--- src/rtl/ldl_rr_grant_mux.sv ---
// ldl_rr_grant_mux: takes the arbiter's grant and selects the winner's class and payload.
// It buffers them in a 2-entry skid FIFO toward a ready/valid sink.
// It also keeps saturating per-requester grant counters for debug readback.
module ldl_rr_grant_mux #(
  parameter int BIN_WIDTH  = 3,
  parameter int REQ_WIDTH  = 1 << BIN_WIDTH,
  parameter int COS_WIDTH  = 2,
  parameter int DATA_WIDTH = 32,
  parameter int CNT_WIDTH  = 16
) (
  input  logic                                 clk,
  input  logic                                 rst_n,
  input  logic                                 valid,
  input  logic [BIN_WIDTH-1:0]                 bin,
  output logic                                 ready,
  input  logic [REQ_WIDTH-1:0][COS_WIDTH-1:0]  cos,
  input  logic [REQ_WIDTH-1:0][DATA_WIDTH-1:0] data,
  output logic                                 out_valid,
  input  logic                                 out_ready,
  output logic [BIN_WIDTH-1:0]                 out_bin,
  output logic [COS_WIDTH-1:0]                 out_cos,
  output logic [DATA_WIDTH-1:0]                out_data,
  input  logic [BIN_WIDTH-1:0]                 stat_sel,
  input  logic                                 stat_clr,
  output logic [CNT_WIDTH-1:0]                 stat_cnt
);

  // FIFO state: two entries addressed by 1-bit read/write pointers plus a fill count.
  logic [1:0]            fill_q, fill_d;
  logic                  rd_ptr_q, rd_ptr_d;
  logic                  wr_ptr_q, wr_ptr_d;
  logic [BIN_WIDTH-1:0]  ent_bin_q  [2];
  logic [BIN_WIDTH-1:0]  ent_bin_d  [2];
  logic [COS_WIDTH-1:0]  ent_cos_q  [2];
  logic [COS_WIDTH-1:0]  ent_cos_d  [2];
  logic [DATA_WIDTH-1:0] ent_data_q [2];
  logic [DATA_WIDTH-1:0] ent_data_d [2];
  logic [CNT_WIDTH-1:0]  stat_cnt_q, stat_cnt_d;
  logic [CNT_WIDTH-1:0]  gcnt_rd [REQ_WIDTH];
  logic                  push;
  logic                  pop;

  // ready depends only on the fill count, so there is no combinational path from out_ready or valid.
  assign ready     = (fill_q != 2'd2);
  assign out_valid = (fill_q != 2'd0);
  assign push      = valid && ready;
  assign pop       = out_valid && out_ready;
  assign out_bin   = ent_bin_q[rd_ptr_q];
  assign out_cos   = ent_cos_q[rd_ptr_q];
  assign out_data  = ent_data_q[rd_ptr_q];
  assign stat_cnt  = stat_cnt_q;

  // Next-state for the FIFO: write the tail on push, advance the head on pop.
  always_comb begin
    ent_bin_d  = ent_bin_q;
    ent_cos_d  = ent_cos_q;
    ent_data_d = ent_data_q;
    wr_ptr_d   = wr_ptr_q ^ push;
    rd_ptr_d   = rd_ptr_q ^ pop;
    fill_d     = fill_q + {1'b0, push} - {1'b0, pop};
    if (push) begin
      ent_bin_d[wr_ptr_q]  = bin;
      ent_cos_d[wr_ptr_q]  = cos[bin];
      ent_data_d[wr_ptr_q] = data[bin];
    end
  end

  // FIFO registers; reset empties the buffer immediately and zeroes the visible head.
  always_ff @(posedge clk or negedge rst_n) begin
    if (!rst_n) begin
      fill_q   <= 2'd0;
      rd_ptr_q <= 1'b0;
      wr_ptr_q <= 1'b0;
      for (int i = 0; i < 2; i++) begin
        ent_bin_q[i]  <= '0;
        ent_cos_q[i]  <= '0;
        ent_data_q[i] <= '0;
      end
    end else begin
      fill_q     <= fill_d;
      rd_ptr_q   <= rd_ptr_d;
      wr_ptr_q   <= wr_ptr_d;
      ent_bin_q  <= ent_bin_d;
      ent_cos_q  <= ent_cos_d;
      ent_data_q <= ent_data_d;
    end
  end

  // One saturating grant counter per requester; a clear beats a coincident grant.
  for (genvar gi = 0; gi < REQ_WIDTH; gi++) begin : g_cnt
    logic [CNT_WIDTH-1:0] c_q, c_d;

    // Next counter value: clear, saturating increment on a grant to this requester, or hold.
    always_comb begin
      c_d = c_q;
      if (stat_clr) begin
        c_d = '0;
      end else if (push && (bin == BIN_WIDTH'(gi)) && (c_q != {CNT_WIDTH{1'b1}})) begin
        c_d = c_q + 1'b1;
      end
    end

    // Counter register.
    always_ff @(posedge clk or negedge rst_n) begin
      if (!rst_n) c_q <= '0;
      else        c_q <= c_d;
    end

    assign gcnt_rd[gi] = c_q;
  end

  // Readback samples the selected counter as it stands before the edge.
  always_comb begin
    stat_cnt_d = gcnt_rd[stat_sel];
  end

  // Readback register.
  always_ff @(posedge clk or negedge rst_n) begin
    if (!rst_n) stat_cnt_q <= '0;
    else        stat_cnt_q <= stat_cnt_d;
  end

endmodule

--- config.mk ---
export PLATFORM = sky130hd
export DESIGN_NAME = ldl_rr_grant_mux
export DESIGN_NICKNAME = d
export VERILOG_FILES = /design/src/rtl/ldl_rr_grant_mux.sv
export SDC_FILE = /design/constraint.sdc
export NUM_CORES = 1
export LEC_CHECK = 0
export CAP_MARGIN = 20
export CORE_ASPECT_RATIO = 1.2
export CORE_MARGIN = 3
export CORE_UTILIZATION = 40
export CTS_CLUSTER_SIZE = 25
export DETAILED_ROUTE_END_ITERATION = 12
export GPL_ROUTABILITY_DRIVEN = 0
export GPL_TIMING_DRIVEN = 0
export PLACE_DENSITY = 0.77
export SYNTH_ARGS = -nofsm -noshare
export SYNTH_HDL_FRONTEND = slang
export SYNTH_SLANG_ARGS = --single-unit
--- constraint.sdc ---
create_clock -name clk -period 5.76 [get_ports clk]
set_clock_uncertainty 0.1 [all_clocks]
set_input_delay 1.152 -clock clk [delete_from_list [all_inputs] [get_ports clk]]
set_output_delay 1.152 -clock clk [all_outputs]
set_load 0.02 [all_outputs]
# [Word-level counts from Yosys, hierarchy flattened]
# Index checks and enable logic that the tools add are counted.
[op_classes] n_reduce_logical=29 add_sub_neg=10 mux=41 eq_ne=16 bitwise_logic=5 order_cmp=5
[op_table] cell="$mux 16" n=18
[op_table] cell="$mux 32" n=5
[op_table] cell="$add 16x1->16 const B" n=8
[op_table] cell="$ne 16x16->1 const B" n=8
[op_table] cell="$bmux 32 s3" n=1
[op_table] cell="$bwmux 64" n=1
[op_table] cell="$bmux 16 s3" n=1
[op_table] cell="$demux 32 s1" n=1
[op_table] cell="$logic_and 1x1->1" n=19
[op_table] cell="$reduce_bool 2->1" n=9
[op_table] cell="$eq 3x3->1 const B" n=4
[op_table] cell="$mux 3" n=4
[op_table] cell="$mux 2" n=5
[op_table] cell="$bmux 2 s3" n=1
[op_table] cell="$bwmux 6" n=1
[op_table] cell="$eq 3x2->1 const B" n=2
[op_table] cell="$bwmux 4" n=1
[op_table] cell="$ge 2x2->1 const B" n=2
[op_table] cell="$ge 4x4->1 const B" n=1
[op_table] cell="$lt 3x4->1 const B" n=1
[op_table] cell="$not 1->2" n=2
[op_table] cell="$not 3->4" n=1
[op_table] cell="$demux 3 s1" n=1
[op_table] cell="$eq 3x1->1 const B" n=1
[op_table] cell="other kinds (7)" n=8
[word_totals] inputBits=283 wordCells=124 output_inout_bits=55 regBits=222

# [Logic depth before layout (Yosys ltp)]
[depth] depth_word=6 ltp_mapped=9

# [Worst setup path after synthesis]
# OpenSTA, ideal clock, no wires.
[synth_path] path_type="in2reg" startpoint="input port bin[0]" endpoint="register ent_data_q[14] (netlist bit)" t_required_ps=5527 t_arrival_ps=2617 path_stages=5 setup_slack_ps=2910 cell_sequence="buf_2 -> buf_1 -> mux4_2 -> mux2i_1 -> o21ai_0"
[synth_via] elab_chain_cells=3
[synth_rtl] element="start: declaration" line="14" source="input logic [BIN_WIDTH-1:0] bin,"
[synth_rtl] element="$bmux 32 s3" line="64" source="ent_data_d[wr_ptr_q] = data[bin];"
[synth_rtl] element="$mux 32 (not written as such)" line="64"
[synth_rtl] element="$bwmux 64" line="64"
[synth_rtl] element="end signal: assignment" line="85" source="ent_data_q <= ent_data_d;"
[synth_rtl] element="end: declaration" line="36" source="logic [DATA_WIDTH-1:0] ent_data_q [2];"
# Every way passes these cells. The select of a mux whose other input is x is not followed.
# A chain may end at the register's enable or synchronous reset.

# [Worst setup path in the final report]
[layout_path] startpoint="register rd_ptr_q" endpoint="output port out_data[17]"
[layout_via] elab_chain_cells=4
[layout_rtl] element="start: declaration" line="30" source="logic rd_ptr_q, rd_ptr_d;"
[layout_rtl] element="start signal: assignment" line="81" source="rd_ptr_q <= rd_ptr_d;"
[layout_rtl] element="$not 1->2 (not written as such)" line="50" source="assign out_data = ent_data_q[rd_ptr_q];"
[layout_rtl] element="$mux 32 (not written as such) (3 in a row)" line="50"
[layout_rtl] element="end: declaration" line="22" source="output logic [DATA_WIDTH-1:0] out_data,"
# Every way passes these cells. The select of a mux whose other input is x is not followed.

==> flow_summary.toml <==
[clock_network]
cts-htree-levels = 1
number_of_hold_buffers_added_after_cts = 0
post_cts.resized_instances = 0
clock-root-buffer = "sky130_fd_sc_hd__clkbuf_16"
tritoncts_num_sinks = 222
clkTransAtPathRegs_ps = 60
cts-buffers-inserted = 24
cts_tree = "yes"
postCtsSetupRepairBufs = 0
cts_max_path_buffers = 3
worstSkewPairLatency_ps = 540

[global_route]
globalRouteTotalUtil_pct = 26.36
grtUsageMet2_pct = 46.12
use_met1_pct = 31.55
grt.busiest_layer = "met2"
grt_pass1_wl_um = 73280
grt_pass1_vias = 12280
grt_max_degree = 82
gr-usage-met3_pct = 7.629
grt_antenna_before_repair = 11
gr-total-overflow = 0

[die]
initial_util_pct = 41.14
number_of_top_level_design_ports = 338
dieHeight_um = 206.9
die_w_um = 173.4
rows = 72
dieArea_sq_mm = 0.03588
placeableCoreArea_sq_mm = 0.03270

[outcome]
status = "completed"

[yosys]
synth_xor_xnor_area_share_pct = 6.576
netlist_instances = 1242
yosysWarningCount = 0
synth.area.mux_share_pct = 24.95
syn_area_sq_mm = 0.01345
postSynthNetCount = 1535
synth-seq-area-share_pct = 41.29
yosysUniqueCellTypes = 52
synth-seq-cells = 222
synth-async-reset-ratio_pct = 100.0
ys_dominant_reg_cell = "sky130_fd_sc_hd__dfrtp_1"
synth_top_family_by_area = "multiplexers"
postSynthAreaPerCell_sq_um = 10.83
synth-edff-count = 0
synth_compound_gate_area_share_pct = 4.725
post_synth_and_or_nand_nor_area_fraction_pct = 18.77
synth_fa_ha_area_share_pct = 0.9301

[setup_path]
critical_path_arrival_ps = 3100
worstPathRequired_ps = 4510
timing.critical_path.to_type = "output port"
crit_fanout = 10
worstSetupPathType = "reg2out"
critPathLaunchType = "flip-flop"

[timing]
timing.final.max_slew_violations = 0
grt_setup_unrepaired = "false"
finalCriticalPeriod_ps = 4354
timing.fmax_mhz = 229.7
transition_time_of_the_tightest_slew_check_pin_ps = 1131
report.final.hold_viol_count = 0
period_utilisation_layout_pct = 75.60
setup_viol = 0
worst_slew_margin_rel_pct = 24.63

[final_layout]
layout.cell_area.non_filler_sq_mm = 0.01831
final_net_count = 1896
final_layout_size_suffix_gt1_share_pct = 14.44
instances_no_fill = 2069
syn2layout_area_growth_pct = 36.11

[worst_hold_path]
hold_class = "reg2reg"

[routing]
routed_via_density = 5.841
number_of_drc_violations_after_detailed_routing = 0
first_iter_violations = 1028
routedWlPerCell_um = 23.47
vias = 12080
dr.pass1.iters = 6
ant_nets = 0
routed_wirelength_um = 48550

[placement]
dpl.cell_count = 2021
post_dp_cell_area_sq_mm = 0.01740
place.detailed.hpwl_um = 37910
portBuffers = 333

[pwr]
power.ir.vdd_worst_uv = 201.8
cellPowerDensity_mw_per_mm2 = 316.2
cellLeakagePower_nw = 6.969

[job]
max_capacitance_violation_count = 0
==> metal layers <==
layer / vias to the layer above / wire length, um
met5: - / 57
met4: 10 / 1711
met3: 118 / 4749
met2: 627 / 23890
met1: 5992 / 18150
li1: 5337 / -
==> final cells by class <==
type	count	area, sq um
multi-input combinational	930	7527
fill	2804	14390
sequential	222	5555
timing repair buffer	335	3393
antenna	4	10.01
inverter	15	56.30
tap	444	555.5
clock buffer	33	694.4
clock inverter	11	203.9
buffer	75	314.1
==> metrics by stage <==
| step | TNS [ps] | utilization [%] | hold WS (ps) | total power [W] | worst slack, ps |
|---|---|---|---|---|---|
| 2_1_floorplan | 0 | - | 344.4 | 0.003052 | 2910 |
| 3_3_place_gp | -1274670 | 53.03 | 355.8 | 0.004021 | -5761 |
| 3_5_place_dp | 0 | 53.21 | 369.3 | 0.004070 | 1563 |
| 4_1_cts | 0 | 55.96 | 383.7 | 0.005818 | 1404 |
| 5_1_grt | 0 | 55.99 | 405.4 | 0.006048 | 1316 |
| 6_report | 0 | 55.99 | 379.4 | 0.005789 | 1406 |
==> final timing paths <==
path | cells past startpoint | endpoint | slack (ps) | startpoint
min reg2reg | 2 | ent_bin_q[0]$_DFFE_PN0P_ | 380 | ent_bin_q[0]$_DFFE_PN0P_
max in group asynchronous | 3 | ent_data_q[45]$_DFFE_PN0P_ | 3950 | rst_n
min in group asynchronous | 1 | g_cnt[5].c_q[1]$_DFFE_PN0P_ | 460 | rst_n
min | 2 | ent_bin_q[0]$_DFFE_PN0P_ | 380 | ent_bin_q[0]$_DFFE_PN0P_
max reg2reg | 9 | ent_data_q[45]$_DFFE_PN0P_ | 2600 | fill_q[1]$_DFF_PN0_
max | 4 | out_data[17] | 1410 | rd_ptr_q$_DFF_PN0_
==> cell usage in the layout, fill, tap and decap left out, types with 3 or more instances in the layout <==
cell | Yosys | layout
sky130_fd_sc_hd__and2_1 | 5 | 5
sky130_fd_sc_hd__nand3_1 | 48 | 48
sky130_fd_sc_hd__or4_1 | 6 | 6
sky130_fd_sc_hd__or2_2 | 4 | 4
sky130_fd_sc_hd__inv_1 | 13 | 13
sky130_fd_sc_hd__bufinv_16 | 0 | 5
sky130_fd_sc_hd__clkbuf_8 | 0 | 6
sky130_fd_sc_hd__mux2i_1 | 44 | 44
sky130_fd_sc_hd__nor2_1 | 166 | 166
sky130_fd_sc_hd__nor4_1 | 43 | 43
sky130_fd_sc_hd__xnor2_1 | 89 | 89
sky130_fd_sc_hd__and4_1 | 11 | 11
sky130_fd_sc_hd__o21ai_0 | 47 | 47
sky130_fd_sc_hd__nor3b_1 | 3 | 3
sky130_fd_sc_hd__clkbuf_16 | 0 | 24
sky130_fd_sc_hd__nor4b_1 | 9 | 9
sky130_fd_sc_hd__nor3_1 | 38 | 38
sky130_fd_sc_hd__mux4_2 | 100 | 100
sky130_fd_sc_hd__nor2b_1 | 4 | 4
sky130_fd_sc_hd__diode_2 | 0 | 4
sky130_fd_sc_hd__clkbuf_1 | 50 | 53
sky130_fd_sc_hd__a211oi_1 | 6 | 6
sky130_fd_sc_hd__buf_1 | 6 | 6
sky130_fd_sc_hd__clkdlybuf4s50_1 | 0 | 332
sky130_fd_sc_hd__ha_1 | 10 | 10
sky130_fd_sc_hd__or3_1 | 5 | 5
sky130_fd_sc_hd__a21oi_1 | 52 | 52
sky130_fd_sc_hd__buf_2 | 17 | 17
sky130_fd_sc_hd__nand4_1 | 44 | 44
sky130_fd_sc_hd__and3b_1 | 4 | 4
sky130_fd_sc_hd__and3_1 | 13 | 13
sky130_fd_sc_hd__dfrtp_1 | 222 | 222
sky130_fd_sc_hd__nand2_1 | 86 | 86
sky130_fd_sc_hd__mux2_2 | 58 | 58
sky130_fd_sc_hd__xor2_1 | 12 | 12
==> power by group <==
| group | internal, W | total [W] | switching [W] | leakage, nW |
|---|---|---|---|---|
| Combinational | 0.000981 | 0.00208 | 0.00110 | 3.61 |
| Clock | 0.00107 | 0.00174 | 0.000669 | 0.432 |
| Sequential | 0.00183 | 0.00197 | 0.000136 | 2.93 |
| Total | 0.00388 | 0.00579 | 0.00191 | 6.97 |
==> cells in the mapped netlist, drive strengths merged (44+ instances only) <==
cell    count  area (sq um)
clkbuf     50         187.7
nand3      48         240.2
mux2       59         664.4
nand4      45         287.8
mux2i      44         440.4
mux4      100          2252
nor2      166         623.1
dfrtp     222          5555
o21ai      47         235.2
nand2      86         322.8
xnor2      89         779.5
nor4       44         281.5
a21oi      52         260.3
==> worst max-delay path: stages (launching register included) <==
cell,delay [ps]
sky130_fd_sc_hd__dfrtp_1,340
sky130_fd_sc_hd__clkbuf_1,520
sky130_fd_sc_hd__buf_1,590
sky130_fd_sc_hd__mux2_2,420
sky130_fd_sc_hd__clkdlybuf4s50_1,680
==> flip-flops by register name, indices dropped and copies added (netlist names) <==
name	count
ent_bin_q	6
ent_cos_q	4
ent_data_q	64
fill_q	2
g_cnt.c_q	128
rd_ptr_q	1
stat_cnt	16
wr_ptr_q	1
==> cell families (layout without fill, tap and decap cells) <==
kind of cell / count (synthesis) / in the layout
mux: 203 / 203
buf+inv: 90 / 469
simple gates: 500 / 500
other cells: 0 / 4
fa+ha+maj: 10 / 10
compound gates: 116 / 116
flops: 222 / 222
xor+xnor: 101 / 101
Note: power is estimated with default switching activity, not from simulation.
